<file path="config.mk">
export PLATFORM = sky130hd
export DESIGN_NAME = fft_mag_peak
export DESIGN_NICKNAME = d
export VERILOG_FILES = /design/src/rtl/fft_pkg.sv /design/src/rtl/fft_cmag_sq_stage.sv /design/src/rtl/fft_mag_peak.sv
export SDC_FILE = /design/constraint.sdc
export NUM_CORES = 1
export LEC_CHECK = 0
export CORE_MARGIN = 10
export CORE_UTILIZATION = 45
export CTS_CLUSTER_SIZE = 20
export DETAILED_ROUTE_END_ITERATION = 8
export GPL_TIMING_DRIVEN = 1
export PLACE_DENSITY = 0.74
export SKIP_LAST_GASP = 1
export SYNTH_ARGS = -nofsm -noshare
export SYNTH_HDL_FRONTEND = slang
export SYNTH_SLANG_ARGS = --single-unit
</file>
<file path="constraint.sdc">
create_clock -name clk -period 5.7 [get_ports clk]
set_input_delay 1.14 -clock clk [delete_from_list [all_inputs] [get_ports clk]]
set_output_delay 1.14 -clock clk [all_outputs]
set_load 0.005 [all_outputs]
</file>
<file path="src/rtl/fft_pkg.sv">
// Shared types and constants for the FFT magnitude / peak block.
// Latency: n/a (declarations only).
// Backpressure: n/a.
package fft_pkg;

    // Default build widths; modules carry their own W / N_BINS parameters.
    localparam int FFT_W      = 16;
    localparam int FFT_N_BINS = 1024;
    localparam int FFT_BW     = $clog2(FFT_N_BINS);

    // Input sample to mag_sq output, in clk cycles.
    localparam int FFT_MAG_LAT = 2;

    // Width of an exact |x|^2 for W-bit signed components: 2W+1 bits.
    function automatic int mag_width(input int w);
        return 2 * w + 1;
    endfunction

    typedef logic [2*FFT_W:0] mag_t;

    typedef struct packed {
        mag_t              mag;
        logic [FFT_BW-1:0] bin;
    } peak_t;

endpackage

</file>
<file path="src/rtl/fft_cmag_sq_stage.sv">
// Two-stage |re + j*im|^2: stage 1 squares both parts, stage 2 sums them.
// Latency: 2 cycles, valid and sideband delayed alongside the data.
// Backpressure: none; free-running, data/sideband hold while valid is low.
module fft_cmag_sq_stage
    import fft_pkg::*;
#(
    parameter int W  = 16,
    parameter int SW = 1
) (
    input  logic                clk,
    input  logic                reset_n,
    input  logic                in_valid,
    input  logic [SW-1:0]       in_side,
    input  logic signed [W-1:0] in_real,
    input  logic signed [W-1:0] in_imag,
    output logic                out_valid,
    output logic [SW-1:0]       out_side,
    output logic [2*W:0]        out_mag
);

    // Components are sign-extended first so the products are exact in 2W bits.
    logic signed [2*W-1:0] re_ext;
    logic signed [2*W-1:0] im_ext;
    logic signed [2*W-1:0] re_prod;
    logic signed [2*W-1:0] im_prod;

    assign re_ext  = (2*W)'(in_real);
    assign im_ext  = (2*W)'(in_imag);
    assign re_prod = re_ext * re_ext;
    assign im_prod = im_ext * im_ext;

    // Stage 1 state: each square is non-negative and at most 2^(2W-2).
    logic [2*W-1:0] sq_re;
    logic [2*W-1:0] sq_im;
    logic           s1_valid;
    logic [SW-1:0]  s1_side;

    // Stage 1: register both squares and the sideband on an accepted sample.
    always_ff @(posedge clk or negedge reset_n) begin
        if (!reset_n) begin
            sq_re    <= '0;
            sq_im    <= '0;
            s1_valid <= 1'b0;
            s1_side  <= '0;
        end else begin
            s1_valid <= in_valid;
            if (in_valid) begin
                sq_re   <= re_prod;
                sq_im   <= im_prod;
                s1_side <= in_side;
            end
        end
    end

    // Stage 2: register the widened sum; outputs hold while no sample moves.
    always_ff @(posedge clk or negedge reset_n) begin
        if (!reset_n) begin
            out_valid <= 1'b0;
            out_side  <= '0;
            out_mag   <= '0;
        end else begin
            out_valid <= s1_valid;
            if (s1_valid) begin
                out_mag  <= {1'b0, sq_re} + {1'b0, sq_im};
                out_side <= s1_side;
            end
        end
    end

endmodule

</file>
<file path="src/rtl/fft_mag_peak.sv">
// FFT bin magnitude-squared with bin index, frame overflow and optional per-frame peak.
// Latency: 2 cycles sample-to-mag; peak reported on the final bin's mag_valid cycle.
// Backpressure: none; free-running. Peak tracking built only with FFT_PEAK_DETECT_EN.
module fft_mag_peak
    import fft_pkg::*;
#(
    parameter int  W      = 16,
    parameter int  N_BINS = 1024,
    localparam int BW     = $clog2(N_BINS),
    localparam int MW     = mag_width(W)
) (
    input  logic                clk,
    input  logic                reset_n,
    input  logic                fft_valid,
    input  logic                fft_last,
    input  logic signed [W-1:0] fft_real,
    input  logic signed [W-1:0] fft_imag,
    output logic [2*W:0]        mag_sq,
    output logic                mag_valid,
    output logic                mag_last,
    output logic [BW-1:0]       mag_bin,
    output logic                peak_valid,
    output logic [2*W:0]        peak_mag,
    output logic [BW-1:0]       peak_bin,
    output logic                frame_ovf
);

    // Sideband carried through the squaring pipe: {overflow, last, bin}.
    localparam int SW = BW + 2;

    logic [BW-1:0] bin_cnt;
    logic          cnt_at_max;
    logic          ovf_in;
    logic [SW-1:0] side_in;
    logic [SW-1:0] side_out;
    logic          side_ovf;

    assign cnt_at_max = (bin_cnt == BW'(N_BINS - 1));
    // A full frame with no fft_last is closed by force on its final bin.
    assign ovf_in     = fft_valid & cnt_at_max & ~fft_last;
    assign side_in    = {ovf_in, fft_last, bin_cnt};

    // Bin counter: advance per accepted sample, restart after last or overflow.
    always_ff @(posedge clk or negedge reset_n) begin
        if (!reset_n) begin
            bin_cnt <= '0;
        end else if (fft_valid) begin
            if (fft_last || cnt_at_max) begin
                bin_cnt <= '0;
            end else begin
                bin_cnt <= bin_cnt + BW'(1);
            end
        end
    end

    fft_cmag_sq_stage #(
        .W  (W),
        .SW (SW)
    ) u_sq (
        .clk       (clk),
        .reset_n   (reset_n),
        .in_valid  (fft_valid),
        .in_side   (side_in),
        .in_real   (fft_real),
        .in_imag   (fft_imag),
        .out_valid (mag_valid),
        .out_side  (side_out),
        .out_mag   (mag_sq)
    );

    assign mag_bin   = side_out[BW-1:0];
    assign mag_last  = side_out[BW];
    assign side_ovf  = side_out[BW+1];
    // Sideband holds between samples, so the pulse must be gated by mag_valid.
    assign frame_ovf = mag_valid & side_ovf;

`ifdef FFT_PEAK_DETECT_EN
    typedef struct packed {
        logic [MW-1:0] mag;
        logic [BW-1:0] bin;
    } peak_rec_t;

    peak_rec_t run_pk;
    peak_rec_t hold_pk;
    peak_rec_t cand_pk;
    logic      frame_end;

    assign frame_end = mag_valid & (mag_last | side_ovf);

    // Running max including the current bin; bin 0 always opens a new frame,
    // and only a strictly larger value displaces the incumbent (ties keep lower bin).
    always_comb begin
        cand_pk = run_pk;
        if ((mag_bin == '0) || (mag_sq > run_pk.mag)) begin
            cand_pk.mag = mag_sq;
            cand_pk.bin = mag_bin;
        end
    end

    // Track the running peak across the frame.
    always_ff @(posedge clk or negedge reset_n) begin
        if (!reset_n) begin
            run_pk <= '0;
        end else if (mag_valid) begin
            run_pk <= cand_pk;
        end
    end

    // Latch the reported peak so it holds until the next frame closes.
    always_ff @(posedge clk or negedge reset_n) begin
        if (!reset_n) begin
            hold_pk <= '0;
        end else if (frame_end) begin
            hold_pk <= cand_pk;
        end
    end

    // The closing bin's peak is shown in the same cycle as that bin's mag_valid.
    assign peak_valid = frame_end;
    assign peak_mag   = frame_end ? cand_pk.mag : hold_pk.mag;
    assign peak_bin   = frame_end ? cand_pk.bin : hold_pk.bin;
`else
    assign peak_valid = 1'b0;
    assign peak_mag   = '0;
    assign peak_bin   = '0;
`endif

endmodule

</file>
==> reports/metrics.cfg, run 1 <==
[timing]
final.setup.worst_slack_ns=-0.800
fin_crit_ns=6.50
worstMarginPinSlew_ns=1.02
fmax_mhz=154
slew_viol_final=0
slew-limit-headroom_pct=32.1
fin_worst_skew_ns=0.00678
setup_viol=42
rsz0062_at_grt=true
finalHoldViolCount=0
fin_crit_sh_pct=114

[die]
ios=126
initial_core_util_pct=45.6
die_h_um=254
rows=85
die_w_um=254
die-area_sq_um=64400
core_sq_um=53900

[finish]
nFillCells=4098
drive_gt1_share_pct=32.5
final_util_pct=60.1
stdcell_count=3805
syn_to_final_growth_pct=31.8
nets=3812
antennaDiodeCount=0

[routing]
routedWlPerCell_um=16.4
drt-pass1-iter-count=5
dr_total_vias=19300
first_iter_violations=1070
drt-total-wl_um=62400
drc_errors=0
ant_nets=0
viasPerCell=5.08

[synthesis]
synth-simple-area-share_pct=10.2
synth_compound_area_share_pct=7.81
synth.most_common_cell=inv_1
synthCells=2558
yosysTopAreaCell=fa_1
synth_edf_count=0
synth_flop_cell=dfrtp_1
synth.area.top_cells=fa_1 (38%), dfrtp_1 (13%), ha_1 (11%), inv_1 (10%), mux2_2 (3.5%)
async_reset_ff_share_pct=100
synth_top_cell_area_share_pct=38.1
yosysSeqAreaShare_pct=13.3
syn_area_sq_um=24600
synth_top_family_by_area=adder cells
muxShareOfSynthArea_pct=3.64
yosys.area_share.adder_pct=48.9
synthXorXnorAreaFrac_pct=3.39
postSynthAreaPerCell_sq_um=9.61
synth_commonest_cells=inv_1 (655), fa_1 (468), ha_1 (212), nand2_1 (203), dfrtp_1 (131)
ys_ff_latch=131
synth_cell_types=77
yosysWarnings=0

[outcome]
status=finished with violations
violations=negative setup slack

[clocking]
htreeDepth=4
cts.sinks=131
clockRootBuffer=clkbuf_16
hold_buffers=0
clk_latency_ns=0.42
cts.clk_slew.worst_paths_ns=0.06
cts_buffers=17
cts.path.max_buffers=2
cts_tree=done

[worst_setup_path]
cp_max_fo=6
required_ns=6.00
arrival_ns=6.80
crit_type=in -> reg
end_kind=register
cp-start-kind=primary input

[global_route]
grt_max_degree=85
grt.overflow.total=0
antenna_found_initial=0
track_usage_pct=19.3
grt_pass1_wl_um=101000
grt_pass1_vias=21600

[placement]
gp_congestion=0.913
io_buffers=81
placed_cells_incl_taps=3658
hpwl_um=49500

[job]
cap_violations=0

[hold_path]
hold_class=reg -> reg

==> routing by layer <==
layer	part of all wire (%)	vias up	GRT usage, %
li1	-	8841	-
met1	39	9875	23.0
met2	53	469	35.4
met3	5.6	128	3.41
met4	2.3	0	4.48
met5	0	-	0
==> per-stage QoR <==
step           setup TNS, ns  hold WS [ns]  cell area [sq um]  setup slack [ns]
2_1_floorplan         -12.56         0.352              25700            -0.908
3_3_place_gp          -51.84         0.470              29500             -1.48
3_5_place_dp          -56.27         0.481              29500             -1.64
4_1_cts               -21.25         0.504              31400             -1.03
5_1_grt               -27.36         0.517              32400            -0.997
6_report              -20.38         0.501              32400            -0.800
==> cell type report <==
type / count / area [sq um] / area share [%]
repair buffers: 597 / 5250 / 16.2
clock buffers: 19 / 443 / 1.37
well taps: 696 / 871 / 2.69
inverters: 657 / 2490 / 7.67
clock inverters: 13 / 150 / 0.463
multi-input cells: 1692 / 19900 / 61.5
flip-flops and latches: 131 / 3280 / 10.1
==> repair_timing <==
| item | 4_1_cts | 5_1_grt |
|---|---|---|
| cloned | 5 | 1 |
| setup buffers | 84 | 47 |
| pin swaps | 148 | 212 |
| setup endpoints to repair | 46 | 44 |
| hold endpoints to repair | 0 | 0 |
| gates resized for setup | 265 | 232 |
==> critical path: stages <==
cell	delay (ns)
buf_6	0.09
buf_6	0.12
buf_4	0.13
buf_6	0.11
buf_6	0.11
and2_4	0.13
fa_1	0.50
fa_1	0.56
ha_2	0.18
inv_2	0.04
fa_1	0.51
inv_2	0.04
fa_1	0.55
fa_1	0.46
ha_4	0.25
a2111oi_4	0.37
o21ai_2	0.18
nand3_2	0.16
a31oi_4	0.11
o41a_1	0.39
buf_4	0.17
a21oi_4	0.16
xnor2_2	0.08
mux2_4	0.25
==> cells in the final DEF (no fill, tap or decap), types with 18 or more instances in the layout <==
| master | netlist | final |
|---|---|---|
| conb_1 | 1 | 44 |
| inv_2 | 0 | 54 |
| mux2_2 | 76 | 66 |
| buf_4 | 54 | 424 |
| ha_4 | 0 | 40 |
| and2_4 | 0 | 25 |
| buf_12 | 0 | 19 |
| fa_1 | 468 | 428 |
| clkbuf_16 | 0 | 18 |
| nor2_1 | 107 | 93 |
| fa_2 | 0 | 40 |
| o21ai_0 | 40 | 18 |
| and2_1 | 83 | 58 |
| a21oi_1 | 56 | 34 |
| ha_1 | 212 | 168 |
| nand2_1 | 203 | 152 |
| buf_6 | 1 | 80 |
| dfrtp_1 | 131 | 130 |
| xnor2_1 | 79 | 71 |
| a21o_1 | 35 | 35 |
| inv_1 | 655 | 598 |
| nand3_1 | 25 | 20 |
| nand2_2 | 0 | 37 |
| nor3_1 | 21 | 19 |
| clkdlybuf4s50_1 | 0 | 47 |
==> cell families (layout without fill, tap and decap cells) <==
group,count (synthesis),after routing
AOI/OAI and AO/OA,267,267
xor gates and xnor gates,95,95
adders and majority gates,680,680
buffers and inverters,778,1286
DFF,131,131
muxes,80,80
other,1,44
and+or+nand+nor,526,526
==> state kept, by name, indices dropped and copies added (netlist names) <==
signal          flops
u_sq.s1_side       12
bin_cnt            10
u_sq.s1_valid       1
u_sq.sq_re         31
u_sq.out_mag       33
u_sq.sq_im         31
u_sq.out_valid      1
u_sq.out_side      12
==> final timing paths <==
kind | start | to | slack, ns | cells after the start
max in group asynchronous | reset_n | u_sq.sq_re[23] | 3.79 | 2
max reg2reg | u_sq.sq_im[3] | u_sq.out_mag[32] | 2.70 | 9
min | u_sq.sq_re[21] | u_sq.sq_re[21] | 0.50 | 2
max | fft_real[2] | u_sq.sq_re[26] | -0.80 | 24
min in group asynchronous | reset_n | u_sq.out_side[0] | 0.74 | 1
min reg2reg | u_sq.sq_re[21] | u_sq.sq_re[21] | 0.50 | 2
Power of run 1 is not shown: default switching activity piles up to over one toggle a cycle in this logic, so the estimate is an artifact.
==> run 2, diff against run 1 <==
--- a/config.mk
+++ b/config.mk
@@ -6,11 +6,11 @@
 export NUM_CORES = 1
 export LEC_CHECK = 0
 export CORE_MARGIN = 10
-export CORE_UTILIZATION = 45
+export CORE_UTILIZATION = 55
 export CTS_CLUSTER_SIZE = 20
 export DETAILED_ROUTE_END_ITERATION = 8
 export GPL_TIMING_DRIVEN = 1
-export PLACE_DENSITY = 0.74
+export PLACE_DENSITY = 0.85
 export SKIP_LAST_GASP = 1
 export SYNTH_ARGS = -nofsm -noshare
 export SYNTH_HDL_FRONTEND = slang
==> run 2 against run 1 <==
  * The flow still finishes with violations (negative setup slack)
  * First-iteration DRC count up 94%
  * Non-clock buffer count increased by 2
  * Hold slack gained 0.00063 ns
  * Count of clock-buffer cells in the layout fell by 2
  * Highest routed layer is now met5
  * Critical endpoint is now u_sq.sq_re[29]
  * Utilization up 13 points
  * Critical path depth did not move
  * Sequential share of layout area hardly changed
  * Sequential cell count stayed put
  * Register-to-register slack worse by 0.27 ns
  * Routed wire length rose by 25%
==> reports/metrics.cfg, run 2 (synthesis gave the netlist of run 1 again) <==
[job]
cap_violations=0

[worst_setup_path]
r2r_end=u_sq.out_mag[27]
cp-start-kind=primary input
arrival_ns=7.04
required_ns=6.01
crit_type=in -> reg
r2r_cells=9
crit_path_max_incr_delay_ns=0.59
end_kind=register
critPathTopFamily=adder cells
crit_path_start=fft_real[9]
slowest_stage=fa_1
r2r_slack_ns=2.43
cp_max_fo=7
path_cells=buf_2 > buf_6 > buf_6 > buf_4 > buf_4 > fa_1 > inv_1 > fa_1 > inv_1 > fa_1 > fa_2 > fa_1 > inv_1 > fa_1 > inv_1 > ha_4 > a21oi_1 > o21ai_2 > a32oi_2 > o21ai_2 > a211oi_2 > o41ai_2 > xor2_1 > mux2_4
crit_top_cell=fa_1
cp.buffers_inverters=9
reg2reg_from=u_sq.sq_im[14]

[timing]
fin_worst_skew_ns=0.00933
slew_viol_final=0
worstMarginPinSlew_ns=1.10
finalHoldViolCount=0
fin_crit_ns=6.73
tns_ns=-27.66
final.setup.worst_slack_ns=-1.03
setup_viol=44
fmax_mhz=148
holdWs_ns=0.502
fin_crit_sh_pct=118
slew-limit-headroom_pct=26.9
rsz0062_at_grt=true

[clocking]
clk_latency_ns=0.43
htreeDepth=4
cts_tree=done
cts.clk_slew.worst_paths_ns=0.07
cts.sinks=131
cts.path.max_buffers=2
clockRootBuffer=clkbuf_16
cts_buffers=17

[finish]
top_register=u_sq.out_mag
nets=3814
drive_gt1_share_pct=33.8
syn_to_final_growth_pct=31.6
top_regs=u_sq.out_mag x33, u_sq.sq_im x31, u_sq.sq_re x31
most-common-layout-cells=inv_1 (572), fa_1 (425), buf_4 (414), ha_1 (168), nand2_1 (159)
stdcell_count=3703
final_common_cell=inv_1
antennaDiodeCount=0
largest_reg_flops=33

[routing]
drt-total-wl_um=78100
viasPerCell=5.74
wl_met3_um=6470
drc_errors=0
dr_wl_met2_um=39700
drt-pass1-iter-count=8
drt-met1-wl_um=26300
routed.top_layer=met5
first_iter_violations=2074
dr_total_vias=21200
ant_nets=0
routedWlPerCell_um=21.1

[outcome]
status=finished with violations
violations=negative setup slack

[placement]
gp_congestion=0.947
dpl_worst_slack_ns=-1.72
placed_cells_incl_taps=3541
hpwl_um=51300
io_buffers=81

[global_route]
grt_max_degree=95
grt_pass1_wl_um=113000
grt_pass1_vias=23100
track_usage_pct=25.9
antenna_found_initial=1
grt.overflow.total=0

[die]
rows=77
die_w_um=231
die_h_um=231
initial_core_util_pct=55.6
die-area_sq_um=53500
ios=126
core_sq_um=44200

[hold_path]
hold_class=reg -> reg
holdPathEnd=u_sq.sq_re[7]
hold_depth=1
min-delay-start=u_sq.sq_re[7]

run 2: stage by stage:
step	instance area [sq um]	utilization, %
after floorplan	25700	-
after global placement	29300	66.2
after detailed placement	29300	66.2
after CTS	31500	71.1
after global routing	32300	73.1
final	32300	73.1
run 2: layout make-up:
type	instances	area [sq um]
timing repair buffer	599	5180
multi-input combinational	1692	20100
inverter	657	2490
clock buffer	17	425
tap	592	741
fill	2558	11900
clock inverter	15	140
sequential	131	3280
run 2: metal layers:
layer,vias to the layer above,track usage (%)
met3,479,4.63
met4,2,9.87
li1,8837,-
met2,1279,47.9
met5,-,0
met1,10600,29.1
run 2: worst reg2reg max path, stage by stage, from the launching register on:
cell and delay, ns:
dfrtp_1 0.41, ha_1 0.38, a21o_1 0.20, a21oi_1 0.23, nor2b_1 0.14, o311ai_2 0.60, a31oi_2 0.33, o21ai_0 0.46
nand4b_1 0.21, o311ai_0 0.19
run 2: timing repair:
item | CTS | global route
resized for setup | 400 | 187
setup endpoints to repair | 46 | 44
cloned | 3 | 0
pin swaps | 203 | 135
setup buffers | 100 | 41
endpoints found under the hold margin | 0 | 0
hold buffers | 0 | 0
run 2: worst max path at each step:
stage | depth (start not counted) | slack, ns | endpoint
after global routing | 25 | -1.20 | u_sq.sq_re[29]
after floorplan | 23 | -0.91 | u_sq.sq_im[29]
after CTS | 24 | -0.90 | u_sq.sq_re[28]
after detailed placement | 23 | -1.72 | u_sq.sq_re[28]
after global placement | 23 | -1.59 | u_sq.sq_re[29]
final | 24 | -1.03 | u_sq.sq_re[29]
Power of run 2 is left out for the same reason.
